`src/rtl/seg_display_scanner.sv`:
```
// Six-digit seven-segment scanner: snapshots d_1..d_6 once per frame and walks them
// onto a shared segment bus with one-hot digit enables, blanking and blinking on demand.
module seg_display_scanner #(
    parameter int SCAN_DIV       = 4,
    parameter int BLINK_FRAMES   = 2,
    parameter int LZB            = 1,
    parameter int SEG_ACTIVE_LOW = 0,
    parameter int AN_ACTIVE_LOW  = 0
) (
    input  logic       clk,
    input  logic       reset,
    input  logic [6:0] d_1,
    input  logic [6:0] d_2,
    input  logic [6:0] d_3,
    input  logic [6:0] d_4,
    input  logic [6:0] d_5,
    input  logic [6:0] d_6,
    input  logic       indicator,
    output logic [6:0] seg,
    output logic [5:0] an,
    output logic       frame_tick
);

    localparam int              DW           = $clog2(SCAN_DIV);
    localparam int              BW           = $clog2(BLINK_FRAMES + 1);
    localparam logic [DW-1:0]   DIV_LAST     = DW'(SCAN_DIV - 1);
    localparam logic [BW-1:0]   BLINK_LAST   = BW'(BLINK_FRAMES - 1);
    localparam logic [2:0]      LAST_DIGIT   = 3'd5;
    localparam logic [6:0]      ZERO_PATTERN = 7'h3F;
    localparam logic [6:0]      SEG_OFF      = (SEG_ACTIVE_LOW != 0) ? 7'h7F : 7'h00;
    localparam logic [5:0]      AN_OFF       = (AN_ACTIVE_LOW != 0) ? 6'h3F : 6'h00;

    logic [DW-1:0] div_cnt;
    logic [2:0]    digit_sel;
    logic [BW-1:0] blink_cnt;
    logic          blink_phase;
    logic [6:0]    d_in [6];
    logic [6:0]    snap [6];
    logic [6:0]    snap_sel;
    logic          frame_end;
    logic          blank;
    logic          lz_blank;
    logic [6:0]    seg_int;
    logic [5:0]    an_int;

    always_comb begin
        d_in[0] = d_1;
        d_in[1] = d_2;
        d_in[2] = d_3;
        d_in[3] = d_4;
        d_in[4] = d_5;
        d_in[5] = d_6;
    end

    always_comb begin
        // NOTE: every path assigns snap_sel, so no latch is inferred for unused codes 6/7.
        unique case (digit_sel)
            3'd0:    snap_sel = snap[0];
            3'd1:    snap_sel = snap[1];
            3'd2:    snap_sel = snap[2];
            3'd3:    snap_sel = snap[3];
            3'd4:    snap_sel = snap[4];
            3'd5:    snap_sel = snap[5];
            default: snap_sel = 7'h00;
        endcase
    end

    always_comb begin
        frame_end = (div_cnt == DIV_LAST) && (digit_sel == LAST_DIGIT);
        lz_blank  = (LZB != 0) && (digit_sel == LAST_DIGIT) && (snap[5] == ZERO_PATTERN);
        blank     = indicator && blink_phase;
        seg_int   = (blank || lz_blank) ? 7'h00 : snap_sel;
        an_int    = 6'd1 << digit_sel;
    end

    // NOTE: the snapshot is not cleared by reset; it tracks the inputs instead so the
    // first frame after release already shows live data.
    always_ff @(posedge clk) begin
        if (reset || frame_end) begin
            for (int i = 0; i < 6; i++) begin
                snap[i] <= d_in[i];
            end
        end
    end

    // NOTE: all state below uses non-blocking assignments so every register samples
    // the pre-edge value of its neighbours.
    always_ff @(posedge clk) begin
        if (reset) begin
            div_cnt     <= '0;
            digit_sel   <= '0;
            blink_cnt   <= '0;
            blink_phase <= 1'b0;
            seg         <= SEG_OFF;
            an          <= AN_OFF;
            frame_tick  <= 1'b0;
        end else begin
            if (div_cnt == DIV_LAST) begin
                div_cnt   <= '0;
                digit_sel <= (digit_sel == LAST_DIGIT) ? 3'd0 : digit_sel + 3'd1;
            end else begin
                div_cnt <= div_cnt + 1'b1;
            end

            if (!indicator) begin
                blink_cnt   <= '0;
                blink_phase <= 1'b0;
            end else if (frame_end) begin
                if (blink_cnt == BLINK_LAST) begin
                    blink_cnt   <= '0;
                    blink_phase <= ~blink_phase;
                end else begin
                    blink_cnt <= blink_cnt + 1'b1;
                end
            end

            // XOR with the off level flips polarity only at the pins.
            seg        <= seg_int ^ SEG_OFF;
            an         <= an_int ^ AN_OFF;
            frame_tick <= frame_end;
        end
    end

endmodule

```
`config.mk`:
```
export PLATFORM = sky130hd
export DESIGN_NAME = seg_display_scanner
export DESIGN_NICKNAME = d
export VERILOG_FILES = /design/src/rtl/seg_display_scanner.sv
export SDC_FILE = /design/constraint.sdc
export NUM_CORES = 1
export LEC_CHECK = 0
export BUFFER_PORTS_ARGS = -buffer_cell sky130_fd_sc_hd__buf_4
export CELL_PAD_IN_SITES_DETAIL_PLACEMENT = 1
export CELL_PAD_IN_SITES_GLOBAL_PLACEMENT = 1
export CORE_MARGIN = 2
export CORE_UTILIZATION = 45
export DETAILED_ROUTE_END_ITERATION = 12
export GPL_ROUTABILITY_DRIVEN = 0
export PLACE_DENSITY_LB_ADDON = 0.12
export REMOVE_ABC_BUFFERS = 1
export SYNTH_ARGS = -nofsm -noshare
export SYNTH_HDL_FRONTEND = slang
export SYNTH_SLANG_ARGS = --single-unit
```
`constraint.sdc`:
```
create_clock -name clk -period 5.1 [get_ports clk]
set_input_delay 0.51 -clock clk [delete_from_list [all_inputs] [get_ports clk]]
set_output_delay 0.51 -clock clk [all_outputs]
set_load 0.05 [all_outputs]
```
## Word-level counts from Yosys, hierarchy flattened

Memory sizes are Yosys's and may differ from the RTL's.
Cells that the tools add are included.

- Reduce and logical (&&, ||, !) cells: 10
- $add $sub $neg: 3
- Shift-type cells: 1
- Bitwise logic cells: 2
- Equal/unequal tests: 8
- Muxes and demuxes: 5

Operators by type and width:

| operator | number |
|---|---|
| 7-bit one-hot mux with 6 select lines | 1 |
| 7-bit by 6-bit equality test with 1-bit output, second input constant | 1 |
| 3-bit by 2-bit equality test with 1-bit output, second input constant | 2 |
| 3-bit equality test, second input constant | 2 |
| 2-bit OR reduction | 3 |
| 1-bit by 3-bit << shifter with 6-bit output, first input constant | 1 |
| 2-bit by 1-bit adder with 2-bit output, second input constant | 2 |
| 3-bit by 1-bit adder with 3-bit output, second input constant | 1 |
| 3-bit by 1-bit equality test with 1-bit output, second input constant | 1 |
| 1-bit logical AND | 3 |
| 3-bit zero test | 1 |
| 3-bit two-way mux | 1 |
| 2-bit by 1-bit equality test with 1-bit output, second input constant | 1 |
| 2-bit equality test, second input constant | 1 |
| 1-bit logical OR | 2 |
| 1-bit two-way mux | 2 |
| 2-bit two-way mux | 1 |
| 1-bit NOT | 2 |
| 2-bit AND reduction | 1 |

- Bits in registers: 22
- Memories kept: 1
- Input port bits: 45
- Memory bits (writable): 42
- Output and inout bits: 14
- Logic and storage cells: 37

Memories:

| name | depth | bits a word | rd ports | clocked after Yosys merged registers in | wr ports | line | text |
|---|---|---|---|---|---|---|---|
| snap | 6 | 7 | 6 | 0 | 6 | 38 | `logic [6:0] snap [6];` |

## Logic depth before layout (Yosys ltp)

Gate-level depths: netlist (run 1).

- Depth in word-level cells: 5
- Gate-level depth with buffers: 7
- Mapped depth without buffers: 5

## Worst setup path after synthesis (run 1)

No wires, ideal clock.

- Path kind: reg2reg
- Start point: register div_cnt[0]
- End point: memory snap[0][0], enable pin
- Path buffers: 1
- Cell stages (with the launch flop): 5
- Library setup time: 0.406 ns
- Clock period less this slack: 2.230 ns
- Data arrival time: 1.824 ns
- Data required time: 4.694 ns
- Slack: 2.870 ns
- Cell sequence: dfxtp_1 ha_1 buf_2 nand4b_1 nand2b_1

RTL lines:

| element | line | text |
|---|---|---|
| from (decl) | 33 | `logic [DW-1:0] div_cnt;` |
| from (signal assigned) | 102 | `div_cnt <= div_cnt + 1'b1;` |
| to (decl) | 38 |  |

==> results of run 1 <==
==> placed cells by master (no fill, tap or decap), drive strengths merged, types with 4 or more instances in the layout <==
| cell | synthesis | routed |
|---|---|---|
| inv | 4 | 4 |
| nor3b | 4 | 4 |
| edfxtp | 42 | 42 |
| a21oi | 5 | 5 |
| clkbuf | 3 | 10 |
| buf | 6 | 58 |
| nand2 | 12 | 12 |
| a32oi | 4 | 4 |
| dfxtp | 22 | 22 |
| nor2 | 10 | 10 |
==> synth_stat cells, types with 3 or more instances <==
cell / count
dfxtp_1: 22
nor2_1: 10
mux2_2: 3
nand3b_1: 3
mux2i_1: 3
nor2b_1: 3
clkbuf_1: 3
o21ai_0: 3
a21oi_1: 5
nor3b_1: 4
a32oi_1: 4
buf_2: 4
a31oi_1: 3
nor4_1: 3
edfxtp_1: 42
nand2_1: 11
inv_1: 4
==> worst max-delay path, cell delays in order, from the launching register on <==
cell,delay [ps]
dfxtp_1,800
nand4b_1,350
nand2b_2,830
==> through the flow <==
stage,instances,power (mW),instance area [um2]
2_1_floorplan,147,0.649,2300
3_3_place_gp,275,0.694,2820
6_report,290,1.14,3020
3_5_place_dp,275,0.700,2820
4_1_cts,290,1.15,3020
5_1_grt,290,1.18,3020
==> state kept, by name (all words and copies together), names as in the netlist <==
register	cells
an	6
blink_cnt	2
blink_phase	1
digit_sel	3
div_cnt	2
frame_tick	1
seg	7
snap	42
==> how the worst min path moves through the flow <==
stage	to	slack [ps]	depth (start not counted)
2_1_floorplan	div_cnt[0]	400	1
5_1_grt	snap[1][3]	330	1
4_1_cts	snap[1][3]	330	1
3_3_place_gp	div_cnt[0]	410	1
6_report	snap[1][4]	350	1
3_5_place_dp	div_cnt[0]	420	1
==> area by class of cell <==
class                   instances  area, um2
multi-input cells              79        582
repair buffers                 58        435
well taps                      70       87.6
clock inverters                 5       72.6
flip-flops and latches         64       1700
fillers                       533       2050
clock buffers                  10        128
inverters                       4       15.0
==> metal layers <==
| metal | global-route usage (%) | part of all wire, % |
|---|---|---|
| met3 | 6.52 | 6.2 |
| met2 | 33.2 | 53 |
| met5 | 0 | 0 |
| met1 | 21.6 | 40 |
| met4 | 7.09 | 0.65 |
==> where the power goes <==
group | internal, mW | switching, mW | total (mW)
clock network | 0.268 | 0.180 | 0.449
registers | 0.583 | 0.0144 | 0.597
logic | 0.0427 | 0.0478 | 0.0905
total | 0.894 | 0.243 | 1.14
==> cell families after synthesis <==
| logic type | after synthesis |
|---|---|
| buf+inv | 13 |
| xor+xnor | 3 |
| simple gates | 42 |
| fa+ha+maj | 2 |
| mux | 8 |
| compound gates | 24 |
| flops | 64 |
==> run summary, run 1 <==
Status: finished clean
Worst Setup EP: snap[2][0]
Drt drc: 0
Main synth FF type: edfxtp_1
XOR/XNOR share of the synthesized area: 1.12%
Total CTS buffers: 9
Fmax: 418 MHz
Critical R2R Launch: digit_sel[0]
Pre-CTS WS: 2680 ps
Layout cells sized above 1: 35.5%
1st-pass router iterations: 4
Routed WL per cell: 17.6 um
Die area: 5820 um2
WL final: 5100 um
Nets: 263
Die width: 76.3 um
Final Hold Fails: 0
EDFF count, synth: 42
Peak VDD IR: 0.249 mV
Routed vias/inst: 5.07
CP Launch Point: digit_sel[0]
Initial DRC count: 80
Arrival @ worst endpoint: 2340 ps
Vias in the first global route: 1,658
Synth top area cells: edfxtp_1 (54%), dfxtp_1 (19%), mux4_2 (1.9%)
Ys async rst share: 0%
Total Routing Usage GR: 19.0%
Overflow after GRT: 0
HP Class: input pin to flip-flop
Initial Util: 46.3%
Synth area leader: edfxtp_1
Slew HR: 31.4%
CTS sink count: 64
First-pass GRT wire length: 8260 um
Pleak: 1.16 nW
Post-synthesis simple-gate area fraction: 9.69%
Reg2reg path depth: 2
Multiplexer share of the synthesized area: 4.63%
Syn Inst Count: 156
Worst clock skew: 4.84 ps
Power Dens Cells: 376 nW/um2
Hold path start: d_2[4]
CTS H-Tree Depth: 3
Crit Path Category: flip-flop to flip-flop
Count of state elements after synthesis: 64
# diodes: 0
Initial antenna violation count: 0
WP data required: 5050 ps
Post-synthesis sequential area ratio: 72.4%
Port bufs: 58
Clk slew on worst S/H paths: 70 ps
Tightest hold margin: 350 ps
Max Cap Viol: 0
Vias: 1,471
Clock latency on the worst-skew pair: 330 ps
RSZ-0062 raised after global routing: no
Cell Rows: 26
Synth Area per Inst: 15.1 um2
Largest net degree at the start of global routing: 43
Synth Area in Compound Gates: 8.15%
Post-CTS sizing: 0
Post-DP HPWL: 3490 um
P&R area growth vs syn: 28.6%
R2r setup slk: 2710 ps
Setup violations, final: 0
Post-Synth Adder-Cell Area: 1.06%
Buffer count from post-CTS setup fixing: 0
Final period util: 46.9%
Worst-path maximum fanout: 42
CTS root buf: clkbuf_8
Combinational family with the most area after synthesis: simple AND/OR/NAND/NOR gates
Longest Clk Path Bufs: 2
Max-slew violations: 0
Fin crit period: 2390 ps
Top cell type's share of synthesized area: 53.7%
Cell Area, Synth: 2350 um2
Final core utilization: 59.5%
Die H: 76.3 um
Unique cell type count in the Yosys netlist: 37
Antenna Violating Nets Remaining: 0
CTS tree: done
Final Worst Setup Slack: 2710 ps
Critical Path Source Type: flip-flop
Setup tns final: 0 ps
Syn. warnings: 0
Crit. End Element: flip-flop
Ports: 59
Post-CTS Hold Fix Bufs: 0
Core region area: 5070 um2
Critical R2R Capture: snap[2][0]
Least-Margin Pin Slew: 1030 ps
Note: power is estimated with default switching activity, not from simulation.
==> inputs of run 2 (changes only) <==
--- a/config.mk
+++ b/config.mk
@@ -5,11 +5,12 @@
 export SDC_FILE = /design/constraint.sdc
 export NUM_CORES = 1
 export LEC_CHECK = 0
+export ABC_AREA = 1
 export BUFFER_PORTS_ARGS = -buffer_cell sky130_fd_sc_hd__buf_4
 export CELL_PAD_IN_SITES_DETAIL_PLACEMENT = 1
 export CELL_PAD_IN_SITES_GLOBAL_PLACEMENT = 1
 export CORE_MARGIN = 2
-export CORE_UTILIZATION = 45
+export CORE_UTILIZATION = 37
 export DETAILED_ROUTE_END_ITERATION = 12
 export GPL_ROUTABILITY_DRIVEN = 0
 export PLACE_DENSITY_LB_ADDON = 0.12
==> constraint.sdc (replaced) <==
create_clock -name clk -period 1.95 [get_ports clk]
set_input_delay 0.195 -clock clk [delete_from_list [all_inputs] [get_ports clk]]
set_output_delay 0.195 -clock clk [all_outputs]
set_load 0.05 [all_outputs]
==> run 2 against run 1 <==
Compared with the run above: sequential share of layout area decreased by 2.2 points; sequential power increased to 2.6 times the previous value; synthesized area increased by 4.3%; largest power group unchanged; hold slack got worse by 320 ps; routed wire length increased by 11%; worst setup slack got worse by 2500 ps; final cell count increased by 27%.
==> run summary, run 2 <==
Status: finished clean
Pleak: 1.35 nW (+17%)
Initial antenna violation count: 0 (unchanged)
Sum of routed wire segments on met1: 2540 um (+24%)
Largest net degree at the start of global routing: 28 (-35%)
Crit. End Element: flip-flop
Setup violations, final: 0 (unchanged)
Reg2reg path depth: 6 (+4)
Biggest regs: snap: 42 flops, seg: 7 flops, an: 6 flops
Vias in the first global route: 1,847 (+11%)
Cell Area, Synth: 2450 um2 (+4.3%)
WP data required: 1950 ps (-3100 ps)
Synth Area per Inst: 11.1 um2 (-26%)
Synth top area cells: edfxtp_1 (51%), dfxtp_1 (18%), nand2_1 (7.4%)
Final Non-Filler Cells: 368 (+27%)
Buffer count from post-CTS setup fixing: 0 (unchanged)
Filler instances: 707 (+33%)
Fin crit period: 1700 ps (-694 ps)
Clk slew on worst S/H paths: 70 ps (about the same)
First-pass GRT wire length: 9090 um (+10%)
Synth cell count leaders: nand2_1 (48), edfxtp_1 (42), nor2_1 (23), dfxtp_1 (22), nand3_1 (17)
Final period util: 86.9% (+40 points)
Nets: 333 (+27%)
Total Routing Usage GR: 16.8% (-2.2 points)
Count of state elements after synthesis: 64 (unchanged)
Worst clock skew: 8.27 ps (+3.43 ps)
Layout cells sized above 1: 30.2% (-5.2 points)
Post-CTS Hold Fix Bufs: 0 (unchanged)
Drt drc: 0 (unchanged)
Metal3 WL: 246 um (-22%)
Slew HR: 75.7% (+44 points)
HP Class: input pin to flip-flop
CTS tree: done
Synth area leader: edfxtp_1
Die area: 7290 um2 (+25%)
Longest Clk Path Bufs: 2 (unchanged)
Hold depth: 1 (unchanged)
Vias: 1,782 (+21%)
Top reg by flops: snap
EDFF count, synth: 42 (unchanged)
Unique cell type count in the Yosys netlist: 24 (-35%)
Worst path max stage delay: 340 ps (-490 ps)
Design area: 3150 um2 (+4.1%)
Met2 Wirelength: 2770 um (+2.5%)
Final Hold Fails: 0 (unchanged)
Arrival @ worst endpoint: 1690 ps (-650 ps)
Least-Margin Pin Slew: 364 ps (-664 ps)
Main synth FF type: edfxtp_1
Ports: 59 (unchanged)
Total CTS buffers: 9 (unchanged)
1st-pass router iterations: 4 (unchanged)
Dpl cells: 352 (+28%)
Post-DP HPWL: 4030 um (+15%)
Overflow after GRT: 0 (unchanged)
CP max-delay cell: dfxtp_1
Peak VDD IR: 0.491 mV (+97%)
Max-slew violations: 0 (unchanged)
Commonest non-fill, non-tap cell in the layout: buf_4
Critical Path Source Type: flip-flop
Initial Util: 38.4% (-7.9 points)
Max reg flops: 42 (unchanged)
Antenna Violating Nets Remaining: 0 (unchanged)
WL final: 5640 um (+11%)
Crit Path Category: flip-flop to flip-flop
Worst-path maximum fanout: 27 (-36%)
Syn. warnings: 0 (unchanged)
Count leader, synth: nand2_1
Max Cap Viol: 0 (unchanged)
Port bufs: 58 (unchanged)
Fmax: 590 MHz (+41%)
Routed vias/inst: 4.84 (-4.5%)
Crit-path cells: ha_1, inv_1, nor2_2, inv_2, nand2_1, buf_4
Power Dens Cells: 938 nW/um2 (+150%)
Syn Inst Count: 220 (+41%)
Critical R2R Launch: div_cnt[0]
Die H: 85.4 um (+12%)
Hold Path End: snap[2][1]
Cell Rows: 29 (+12%)
Die width: 85.4 um (+12%)
Routed WL per cell: 15.3 um (-13%)
CTS root buf: clkbuf_8
Most frequent cells in the layout: buf_4 (65), nand2_1 (48), edfxtp_1 (42)
RSZ-0062 raised after global routing: no
Critical R2R Capture: snap[5][5]
Post-CTS sizing: 0 (unchanged)
Clock latency on the worst-skew pair: 340 ps (about the same)
Initial DRC count: 56 (-30%)
Hold path start: d_3[1]
Top cell type's share of synthesized area: 51.5% (-2.2 points)
CTS sink count: 64 (unchanged)
Dpl cell area: 2970 um2 (+5.1%)
P&R area growth vs syn: 28.3%
Core region area: 6390 um2 (+26%)
Post-synthesis sequential area ratio: 69.4% (-3.0 points)
Highest metal used: met4
Ys async rst share: 0% (unchanged)
# diodes: 0 (unchanged)
R2r setup slk: 250 ps (-2460 ps)
CTS H-Tree Depth: 3 (unchanged)
run 2: worst max path at each step:
stage                     depth (start not counted)         end         start
after detailed placement                          6  snap[4][0]    div_cnt[0]
after global routing                              6  snap[5][5]    div_cnt[0]
after floorplan                                   6  snap[0][0]  digit_sel[0]
final                                             6  snap[5][5]    div_cnt[0]
after global placement                            6  snap[4][2]    div_cnt[0]
after CTS                                         6  snap[2][2]    div_cnt[0]
run 2: cell families (layout without fill, tap and decap cells):
group | Yosys count | after routing | synth area share (%)
compound gates | 16 | 16 | 3.57
fa+ha+maj | 2 | 2 | 1.02
buf+inv | 28 | 99 | 5.72
flops | 64 | 64 | 69.4
simple gates | 110 | 110 | 20.3
run 2: metrics by stage:
| step | hold WS, ps | setup WS, ps | utilization, % | power (mW) | setup TNS, ps |
|---|---|---|---|---|---|
| finish | 27.8 | 255 | 49.3 | 2.95 | 0 |
| global placement | 374 | 346 | 46.4 | 1.91 | 0 |
| global route | 8.07 | 70.9 | 49.3 | 3.07 | 0 |
| CTS | 16.8 | 235 | 49.3 | 2.98 | 0 |
| detailed placement | 374 | 293 | 46.4 | 1.91 | 0 |
| floorplan | 267 | -486 | - | 1.76 | -20420 |
run 2: critical path: cells and delay by family, from the launching register on:
family / cells / cell delay [ps]
adders and majority gates: 1 / 200
buffers and inverters: 3 / 520
DFF: 1 / 340
and+or+nand+nor: 2 / 290
run 2: area by class of cell:
cell class,instances,area [um2],area share (%)
inverters,18,70.1,2.23
clock inverters,5,48.8,1.55
flip-flops and latches,64,1700,54.1
well taps,77,96.3,3.06
multi-input cells,128,609,19.4
clock buffers,11,131,4.18
repair buffers,65,488,15.5
run 2: layer usage:
metal  global-route usage [%]  up-vias
met5                        0        -
met4                     6.49        0
li1                         -      881
met3                     4.86        8
met2                     26.8       41
met1                     21.6      852
run 2: power breakdown:
| part | internal (mW) | switching, mW | total, mW | leakage (nW) |
|---|---|---|---|---|
| sequential | 1.53 | 0.0283 | 1.56 | 0.591 |
| clock | 0.580 | 0.488 | 1.07 | 0.0945 |
| combinational | 0.126 | 0.198 | 0.324 | 0.667 |
